===== src/rtl/tlul_socket_1n.sv =====
// tlul_socket_1n: 1-to-N TL-UL socket with address decode and in-order outstanding tracking.
// Define TLUL_SOCKET_ERR_RESP_EN to answer unmapped requests internally; otherwise they go to slave NUM_SLAVES-1.
module tlul_socket_1n #(
  parameter int NUM_SLAVES = 4,
  parameter int ADDR_WIDTH = 32,
  parameter int DATA_WIDTH = 32,
  parameter int MASK_WIDTH = DATA_WIDTH / 8,
  parameter int SIZE_WIDTH = 3,
  parameter int SRC_WIDTH = 2,
  parameter int SINK_WIDTH = 1,
  parameter int OPCODE_WIDTH = 3,
  parameter int PARAM_WIDTH = 3,
  parameter int MAX_OUTSTANDING = 4,
  parameter logic [NUM_SLAVES*ADDR_WIDTH-1:0] SLAVE_BASE = {NUM_SLAVES{32'h0}},
  parameter logic [NUM_SLAVES*ADDR_WIDTH-1:0] SLAVE_MASK = {NUM_SLAVES{32'hFFFF_F000}}
) (
  input  logic clk,
  input  logic reset_n,
  input  logic a_valid,
  output logic a_ready,
  input  logic [OPCODE_WIDTH-1:0] a_opcode,
  input  logic [PARAM_WIDTH-1:0] a_param,
  input  logic [SIZE_WIDTH-1:0] a_size,
  input  logic [SRC_WIDTH-1:0] a_source,
  input  logic [ADDR_WIDTH-1:0] a_address,
  input  logic [MASK_WIDTH-1:0] a_mask,
  input  logic [DATA_WIDTH-1:0] a_data,
  output logic d_valid,
  input  logic d_ready,
  output logic [OPCODE_WIDTH-1:0] d_opcode,
  output logic [PARAM_WIDTH-1:0] d_param,
  output logic [SIZE_WIDTH-1:0] d_size,
  output logic [SRC_WIDTH-1:0] d_source,
  output logic [SINK_WIDTH-1:0] d_sink,
  output logic [DATA_WIDTH-1:0] d_data,
  output logic d_error,
  output logic [NUM_SLAVES-1:0] a_valid_out,
  input  logic [NUM_SLAVES-1:0] a_ready_out,
  output logic [NUM_SLAVES*OPCODE_WIDTH-1:0] a_opcode_out,
  output logic [NUM_SLAVES*PARAM_WIDTH-1:0] a_param_out,
  output logic [NUM_SLAVES*SIZE_WIDTH-1:0] a_size_out,
  output logic [NUM_SLAVES*SRC_WIDTH-1:0] a_source_out,
  output logic [NUM_SLAVES*ADDR_WIDTH-1:0] a_address_out,
  output logic [NUM_SLAVES*MASK_WIDTH-1:0] a_mask_out,
  output logic [NUM_SLAVES*DATA_WIDTH-1:0] a_data_out,
  input  logic [NUM_SLAVES-1:0] d_valid_in,
  output logic [NUM_SLAVES-1:0] d_ready_in,
  input  logic [NUM_SLAVES*OPCODE_WIDTH-1:0] d_opcode_in,
  input  logic [NUM_SLAVES*PARAM_WIDTH-1:0] d_param_in,
  input  logic [NUM_SLAVES*SIZE_WIDTH-1:0] d_size_in,
  input  logic [NUM_SLAVES*SRC_WIDTH-1:0] d_source_in,
  input  logic [NUM_SLAVES*SINK_WIDTH-1:0] d_sink_in,
  input  logic [NUM_SLAVES*DATA_WIDTH-1:0] d_data_in,
  input  logic [NUM_SLAVES-1:0] d_error_in
);
  localparam int TW = $clog2(NUM_SLAVES + 1);
  localparam int CW = $clog2(MAX_OUTSTANDING + 1);
  logic [TW-1:0] dest, tgt;
  logic [CW-1:0] out_cnt;
  logic dest_err, err_idle, accept, a_fire, d_fire;
`ifdef TLUL_SOCKET_ERR_RESP_EN
  localparam logic [TW-1:0] ERR = TW'(NUM_SLAVES);
  localparam logic [TW-1:0] DEF = ERR;
  localparam logic [0:0] IDLE = 1'b0;
  localparam logic [0:0] RESP = 1'b1;
  logic [0:0] err_state;
  logic [OPCODE_WIDTH-1:0] err_opcode;
  logic [SRC_WIDTH-1:0] err_source;
  logic [SIZE_WIDTH-1:0] err_size;
  assign dest_err = dest == ERR;
  assign err_idle = err_state == IDLE;
  always_ff @(posedge clk or negedge reset_n)
    if (!reset_n) begin
      err_state <= IDLE;
      err_opcode <= '0;
      err_source <= '0;
      err_size <= '0;
    end else if (err_state == IDLE && a_fire && dest_err) begin
      err_state <= RESP;
      err_opcode <= (a_opcode == OPCODE_WIDTH'(4)) ? OPCODE_WIDTH'(1) : '0;
      err_source <= a_source;
      err_size <= a_size;
    end else if (err_state == RESP && d_ready) err_state <= IDLE;
`else
  localparam logic [TW-1:0] DEF = TW'(NUM_SLAVES - 1);
  assign dest_err = 1'b0;
  assign err_idle = 1'b1;
`endif
  // Scan downward so the lowest-indexed hit is the one that sticks.
  always_comb begin
    dest = DEF;
    for (int i = NUM_SLAVES - 1; i >= 0; i--)
      if ((a_address & SLAVE_MASK[i*ADDR_WIDTH +: ADDR_WIDTH]) == SLAVE_BASE[i*ADDR_WIDTH +: ADDR_WIDTH]) dest = TW'(i);
  end
  assign accept = (out_cnt == '0) || (dest == tgt && !dest_err && out_cnt < CW'(MAX_OUTSTANDING));
  always_comb begin
    a_valid_out = '0;
    a_ready = 1'b0;
    for (int i = 0; i < NUM_SLAVES; i++)
      if (reset_n && dest == TW'(i)) begin
        a_valid_out[i] = a_valid & accept;
        a_ready = accept & a_ready_out[i];
      end
    if (reset_n && dest_err) a_ready = accept & err_idle;
  end
  assign a_opcode_out = reset_n ? {NUM_SLAVES{a_opcode}} : '0;
  assign a_param_out = reset_n ? {NUM_SLAVES{a_param}} : '0;
  assign a_size_out = reset_n ? {NUM_SLAVES{a_size}} : '0;
  assign a_source_out = reset_n ? {NUM_SLAVES{a_source}} : '0;
  assign a_address_out = reset_n ? {NUM_SLAVES{a_address}} : '0;
  assign a_mask_out = reset_n ? {NUM_SLAVES{a_mask}} : '0;
  assign a_data_out = reset_n ? {NUM_SLAVES{a_data}} : '0;
  always_comb begin
    d_valid = 1'b0;
    d_opcode = '0;
    d_param = '0;
    d_size = '0;
    d_source = '0;
    d_sink = '0;
    d_data = '0;
    d_error = 1'b0;
    d_ready_in = '0;
    for (int i = 0; i < NUM_SLAVES; i++)
      if (reset_n && tgt == TW'(i)) begin
        d_valid = d_valid_in[i];
        d_opcode = d_opcode_in[i*OPCODE_WIDTH +: OPCODE_WIDTH];
        d_param = d_param_in[i*PARAM_WIDTH +: PARAM_WIDTH];
        d_size = d_size_in[i*SIZE_WIDTH +: SIZE_WIDTH];
        d_source = d_source_in[i*SRC_WIDTH +: SRC_WIDTH];
        d_sink = d_sink_in[i*SINK_WIDTH +: SINK_WIDTH];
        d_data = d_data_in[i*DATA_WIDTH +: DATA_WIDTH];
        d_error = d_error_in[i];
        d_ready_in[i] = d_ready;
      end
`ifdef TLUL_SOCKET_ERR_RESP_EN
    if (reset_n && tgt == ERR) begin
      d_valid = err_state;
      d_opcode = err_opcode;
      d_size = err_size;
      d_source = err_source;
      d_error = err_state;
    end
`endif
  end
  assign a_fire = a_valid & a_ready;
  assign d_fire = d_valid & d_ready;
  always_ff @(posedge clk or negedge reset_n)
    if (!reset_n) begin
      out_cnt <= '0;
      tgt <= '0;
    end else begin
      if (a_fire) tgt <= dest;
      if (a_fire && !d_fire) out_cnt <= out_cnt + 1'b1;
      else if (d_fire && !a_fire) out_cnt <= out_cnt - 1'b1;
    end
endmodule


===== config.mk =====
export PLATFORM = sky130hd
export DESIGN_NAME = tlul_socket_1n
export DESIGN_NICKNAME = d
export VERILOG_FILES = /design/src/rtl/tlul_socket_1n.sv
export SDC_FILE = /design/constraint.sdc
export NUM_CORES = 1
export LEC_CHECK = 0
export CAP_MARGIN = 20
export CELL_PAD_IN_SITES_DETAIL_PLACEMENT = 0
export CELL_PAD_IN_SITES_GLOBAL_PLACEMENT = 2
export CORE_AREA = 10 10 242 244
export DETAILED_ROUTE_END_ITERATION = 6
export DIE_AREA = 0 0 252 254
export GPL_TIMING_DRIVEN = 0
export HOLD_SLACK_MARGIN = 0.02
export PLACE_DENSITY = 0.77
export SETUP_SLACK_MARGIN = 0.5
export SKIP_CTS_REPAIR_TIMING = 1
export SLEW_MARGIN = 10
export SYNTH_ARGS = -nofsm -noshare
export SYNTH_HDL_FRONTEND = slang
export SYNTH_SLANG_ARGS = --single-unit

===== constraint.sdc =====
create_clock -name clk -period 2 [get_ports clk]
set_input_delay 0.6 -clock clk [delete_from_list [all_inputs] [get_ports clk]]
set_output_delay 0.6 -clock clk [all_outputs]
set_load 0.02 [all_outputs]

### Word level (Yosys, flattened, before mapping)

Index checks and enable logic that the tools add are counted.

| word-level totals | value |
|---|---|
| register bits | 6 |
| bits of input ports | 271 |

| cells by class | value |
|---|---|
| reductions and logical operators | 19 |
| order comparisons | 1 |
| add/sub/neg operators | 2 |
| muxes and demuxes | 54 |
| bitwise logic cells | 7 |
| equal/unequal tests | 7 |

Operators by type and width:

| operator | number |
|---|---|
| $mux W128 | 2 |
| $mux W32 | 4 |
| $mux W3 | 14 |
| $mux W12 | 3 |
| $logic_not A32 Y1 | 1 |
| $mux W1 | 24 |
| $mux W16 | 1 |
| $logic_and A1 B1 Y1 | 11 |
| $mux W2 | 5 |
| $logic_not A3 Y1 | 3 |
| $mux W8 | 1 |
| $and A1 B1 Y1 | 7 |
| $eq A3 B2 Y1 const B | 2 |
| $eq A2 B2 Y1 const B | 2 |
| $add A3 B1 Y3 const B | 1 |
| $eq A2 B3 Y1 | 1 |
| $eq A3 B1 Y1 const B | 1 |
| $lt A3 B3 Y1 const B | 1 |
| $sub A3 B1 Y3 const B | 1 |
| $eq A2 B1 Y1 const B | 1 |
| $logic_not A1 Y1 | 2 |
| $reduce_bool A2 Y1 | 1 |
| $logic_or A1 B1 Y1 | 1 |

### Longest topological paths before layout

| depth | value |
|---|---|
| depth in word-level cells | 15 |
| mapped depth | 11 |
| depth with buffers taken out | 10 |

### Worst setup path after synthesis

Ideal clock, no wire load.

| timing path | value |
|---|---|
| kind | in2reg |
| start | in a_address[19] |
| end | reg out_cnt[2] |
| buffers on the path | 0 |
| arrival time | 2.342 ns |
| library setup time | 0.079 ns |
| cell stages on the path | 10 |
| slack | -0.421 ns |
| cell sequence | nor4_1 > nand3_1 > nor2_4 > mux2i_1 > ha_1 > inv_1 > fa_1 > xor2_1 > nor2_1 > xor2_1 |

| between the ends | value |
|---|---|
| longest elaborated chain between the ends | 14 |

RTL lines:

| item | line | text |
|---|---|---|
| start, declared | 25 | `input logic [ADDR_WIDTH-1:0] a_address,` |
| $logic_not A32 Y1 (*) | 93 | `if ((a_address & SLAVE_MASK[i*ADDR_WIDTH +: ADDR_WIDTH]) == SLAVE_BASE[i*ADDR_WIDTH +: ADDR_WIDTH]) dest = TW' ...` |
| $mux W2 (*) | 93 |  |
| $eq A2 B3 Y1 | 95 | `assign accept = (out_cnt == '0) \|\| (dest == tgt && !dest_err && out_cnt < CW'(MAX_OUTSTANDING));` |
| $logic_and A1 B1 Y1 | 95 |  |
| $logic_or A1 B1 Y1 | 95 |  |
| $and A1 B1 Y1 | 102 | `a_ready = accept & a_ready_out[i];` |
| $mux W1 (3 in a row) | 100 | `if (reset_n && dest == TW'(i)) begin` |
| $mux W1 (*) | 100 |  |
| $and A1 B1 Y1 (*) | 145 | `assign a_fire = a_valid & a_ready;` |
| via a_fire | 60 | `logic dest_err, err_idle, accept, a_fire, d_fire;` |
| $logic_not A1 Y1 | 154 | `else if (d_fire && !a_fire) out_cnt <= out_cnt - 1'b1;` |
| $logic_and A1 B1 Y1 | 154 |  |
| $reduce_bool A2 Y1 (no line) | -- |  |
| end signal, assigned | 153 | `if (a_fire && !d_fire) out_cnt <= out_cnt + 1'b1;` |
| end signal, assigned | 154 |  |
| end, declared | 59 | `logic [CW-1:0] out_cnt;` |

Mark *: on every way through the listed nets, which the timed path passes. The rest lies on a longest branch.
A chain may end at the register's enable or synchronous reset.

### Worst setup path in the final report

| timing path | value |
|---|---|
| start | in a_address[31] |
| end | reg out_cnt[2] |

The elaborated chain is that of the path after synthesis.

==> impl_metrics.env <==
export IMPL_cp_slowest_stage_delay_ps=360
export IMPL_grt_overflow=0
export IMPL_route_detailed_drc=0
export IMPL_fmax_mhz=371
export IMPL_portBuffers=543
export IMPL_grt_max_degree=11
export IMPL_viasPerCell=2.89
export IMPL_crit_required_ps=2140
export IMPL_syn_inst=473
export IMPL_layout_commonest_cell="buf_6"
export IMPL_gr_usage_all_layers_pct=7.54
export IMPL_yosys_warnings=0
export IMPL_worst_ep_arrival_time_ps=2840
export IMPL_placed_cells=1715
export IMPL_crit_path_end_kind="register"
export IMPL_reg2reg_slack_ps=-270
export IMPL_finalHoldViolCount=0
export IMPL_crit_top_cell="xor2_1"
export IMPL_synth_area_top_cells="buf_4 (52%), and2_1 (14%), mux2i_1 (14%), nor2b_1 (8.2%), dfrtp_1 (2.9%)"
export IMPL_fp_dieW_um=252
export IMPL_first_pass_iters=4
export IMPL_p_leak_nw=6.42
export IMPL_nets=1373
export IMPL_slew_violations=0
export IMPL_dp_hpwl_um=25300
export IMPL_core_area_um2=53600
export IMPL_vias=5183
export IMPL_dieArea_um2=64000
export IMPL_nFillCells=5909
export IMPL_design_area_um2=12300
export IMPL_drt_wl_total_um=29500
export IMPL_placed_area_um2=11500
export IMPL_final_cells=1796
export IMPL_ys_seq_elements=4
export IMPL_hold_class="primary input to async pin"
export IMPL_power_density_nw_per_um2=282
export IMPL_synth_area_um2=3510
export IMPL_htree_levels=1
export IMPL_drt_iter0_markers=72
export IMPL_crit_path_max_fanout=3
export IMPL_status="complete, but fails checks"
export IMPL_clk_insertion_delay_late_ps=220
export IMPL_clockPowerShare_pct=9.0
export IMPL_finalCritPeriodShare_pct=135
export IMPL_clock_root_buffer="clkbuf_16"
export IMPL_p_int_mw=2.10
export IMPL_syn2layout_area_growth_pct=249
export IMPL_syn_area_per_cell_um2=7.43
export IMPL_setup_violations_final=363
export IMPL_drive_gt1_share_pct=75.7
export IMPL_switchingPower_mw=1.36
export IMPL_grt_pass1_wl_um=36500
export IMPL_die_h_um=254
export IMPL_wl_per_cell_um=16.4
export IMPL_antenna_found_initial=2
export IMPL_start_util_pct=6.55
export IMPL_worstSetupPathType="primary input to register"
export IMPL_cap_violations=0
export IMPL_num_rows=85
export IMPL_first_global_vias=5133
export IMPL_clk_pin_slew_worst_paths_ps=30
export IMPL_synth_top_cell_area_share_pct=52.4
export IMPL_cts_tree="built"
export IMPL_rsz0062_at_grt="yes"
export IMPL_cts_buffers=3
export IMPL_detail_route_antenna_nets=0
export IMPL_clock_path_buffers=2
export IMPL_critPathSlowestCell="nor4_4"
export IMPL_p_seq_share_pct=4.6
export IMPL_worstSetupStartpointType="primary input"
export IMPL_yosysTopAreaCell="buf_4"
export IMPL_gp_congestion=0.728
export IMPL_synth_seq_area_share_pct=2.85
export IMPL_pwr_share_comb_pct=86.4
export IMPL_fin_skew_ps=1.03
export IMPL_violations="negative setup slack"
export IMPL_ios=642
export IMPL_cts_sinks=4
export IMPL_irDropWorstVdd_mv=0.214
export IMPL_swShare_pct=39.3
export IMPL_min_period_ps=2700
export IMPL_final_cell_mix="buf_6 (405), clkdlybuf4s50_1 (166), buf_4 (159), and2_4 (79)"
export IMPL_setup_ws_ps=-699
export IMPL_cp_cell_sequence="buf_8 > nor4_4 > nand3_2 > nor2_4 > buf_6 > mux2i_2 > ha_2 > inv_2 > fa_2 > xor2_1 > nor2_1 > xor2_1"
export IMPL_yosysUniqueCellTypes=29
per-stage QoR:
step	util (%)	hold slack (ps)	setup TNS, ps	power (mW)	setup WS, ps
6_report	22.9	281	-86140	3.45	-699
5_1_grt	22.9	288	-99610	3.65	-932
4_1_cts	21.6	505	-491220	3.36	-1920
3_5_place_dp	21.5	499	-487340	3.03	-1900
3_3_place_gp	21.5	496	-481980	3.03	-1940
2_1_floorplan	-	304	-831	1.71	-345
state kept, by name (all words and copies together), names as in the netlist:
name and flops:
tgt 1, out_cnt 3
synthesized netlist by cell type:
| cell type | number |
|---|---|
| a31oi_1 | 1 |
| and2_1 | 78 |
| and2_2 | 1 |
| and3_1 | 2 |
| and3b_1 | 1 |
| buf_2 | 3 |
| buf_4 | 245 |
| buf_6 | 1 |
| clkbuf_1 | 12 |
| conb_1 | 1 |
| dfrtp_1 | 4 |
| fa_1 | 1 |
| ha_1 | 1 |
| inv_1 | 1 |
| mux2_2 | 1 |
| mux2i_1 | 48 |
| nand2_1 | 4 |
| nand3_1 | 3 |
| nand4b_1 | 1 |
| nand4bb_1 | 1 |
| nor2_1 | 4 |
| nor2_4 | 1 |
| nor2b_1 | 46 |
| nor3b_1 | 1 |
| nor4_1 | 5 |
| o211ai_1 | 1 |
| o21ai_0 | 2 |
| xnor2_1 | 1 |
| xor2_1 | 2 |
layer usage:
layer | routed length [µm] | global-route usage, %
met1 | 10800 | 7.41
met2 | 15500 | 14.9
met3 | 3050 | 3.42
met4 | 104 | 0.208
met5 | 9 | 0
power by group through the flow:
| stage | Combinational [mW] | Clock [mW] | Sequential, mW |
|---|---|---|---|
| finish | 2.99 | 0.310 | 0.158 |
| global route | 3.16 | 0.324 | 0.166 |
| CTS | 2.89 | 0.312 | 0.156 |
| detailed placement | 2.88 | 0 | 0.157 |
| global placement | 2.87 | 0 | 0.155 |
| floorplan | 1.57 | 0 | 0.147 |
final cells by class:
cell class | count | area [µm²] | area share (%)
Antenna cell | 2 | 5.00 | 0.0408
Timing Repair Buffer | 619 | 5950 | 48.5
Tap cell | 696 | 871 | 7.10
Buffer | 261 | 3050 | 24.8
Sequential cell | 4 | 100 | 0.816
Clock buffer | 3 | 75.1 | 0.612
Multi-Input combinational cell | 210 | 2220 | 18.1
Inverter | 1 | 3.75 | 0.0306
cell families after synthesis:
kind of cell / count (synthesis) / synth area share [%]
AOI/OAI and AO/OA: 4 / 0.677
xor gates and xnor gates: 3 / 0.748
adders and majority gates: 2 / 0.926
buffers and inverters: 262 / 54.5
DFF: 4 / 2.85
muxes: 49 / 14.0
other: 1 / 0.107
and+or+nand+nor: 148 / 26.2
worst paths after layout:
| path | from | end | cells after the start |
|---|---|---|---|
| setup / recovery | a_address[31] | out_cnt[2] | 12 |
| hold / removal | reset_n | out_cnt[2] | 2 |
| setup reg to reg | tgt[0] | out_cnt[2] | 11 |
| hold reg to reg | out_cnt[2] | out_cnt[2] | 1 |
| max in group asynchronous | reset_n | out_cnt[1] | 3 |
| min in group clk | out_cnt[2] | out_cnt[2] | 1 |
worst max-delay path: cells and delay by family:
| family | cells | cell delay (ps) |
|---|---|---|
| muxes | 1 | 220 |
| xor gates and xnor gates | 2 | 310 |
| adders and majority gates | 2 | 540 |
| buffers and inverters | 3 | 280 |
| and+or+nand+nor | 4 | 880 |
No activity file was read; power rests on OpenSTA's default activity.
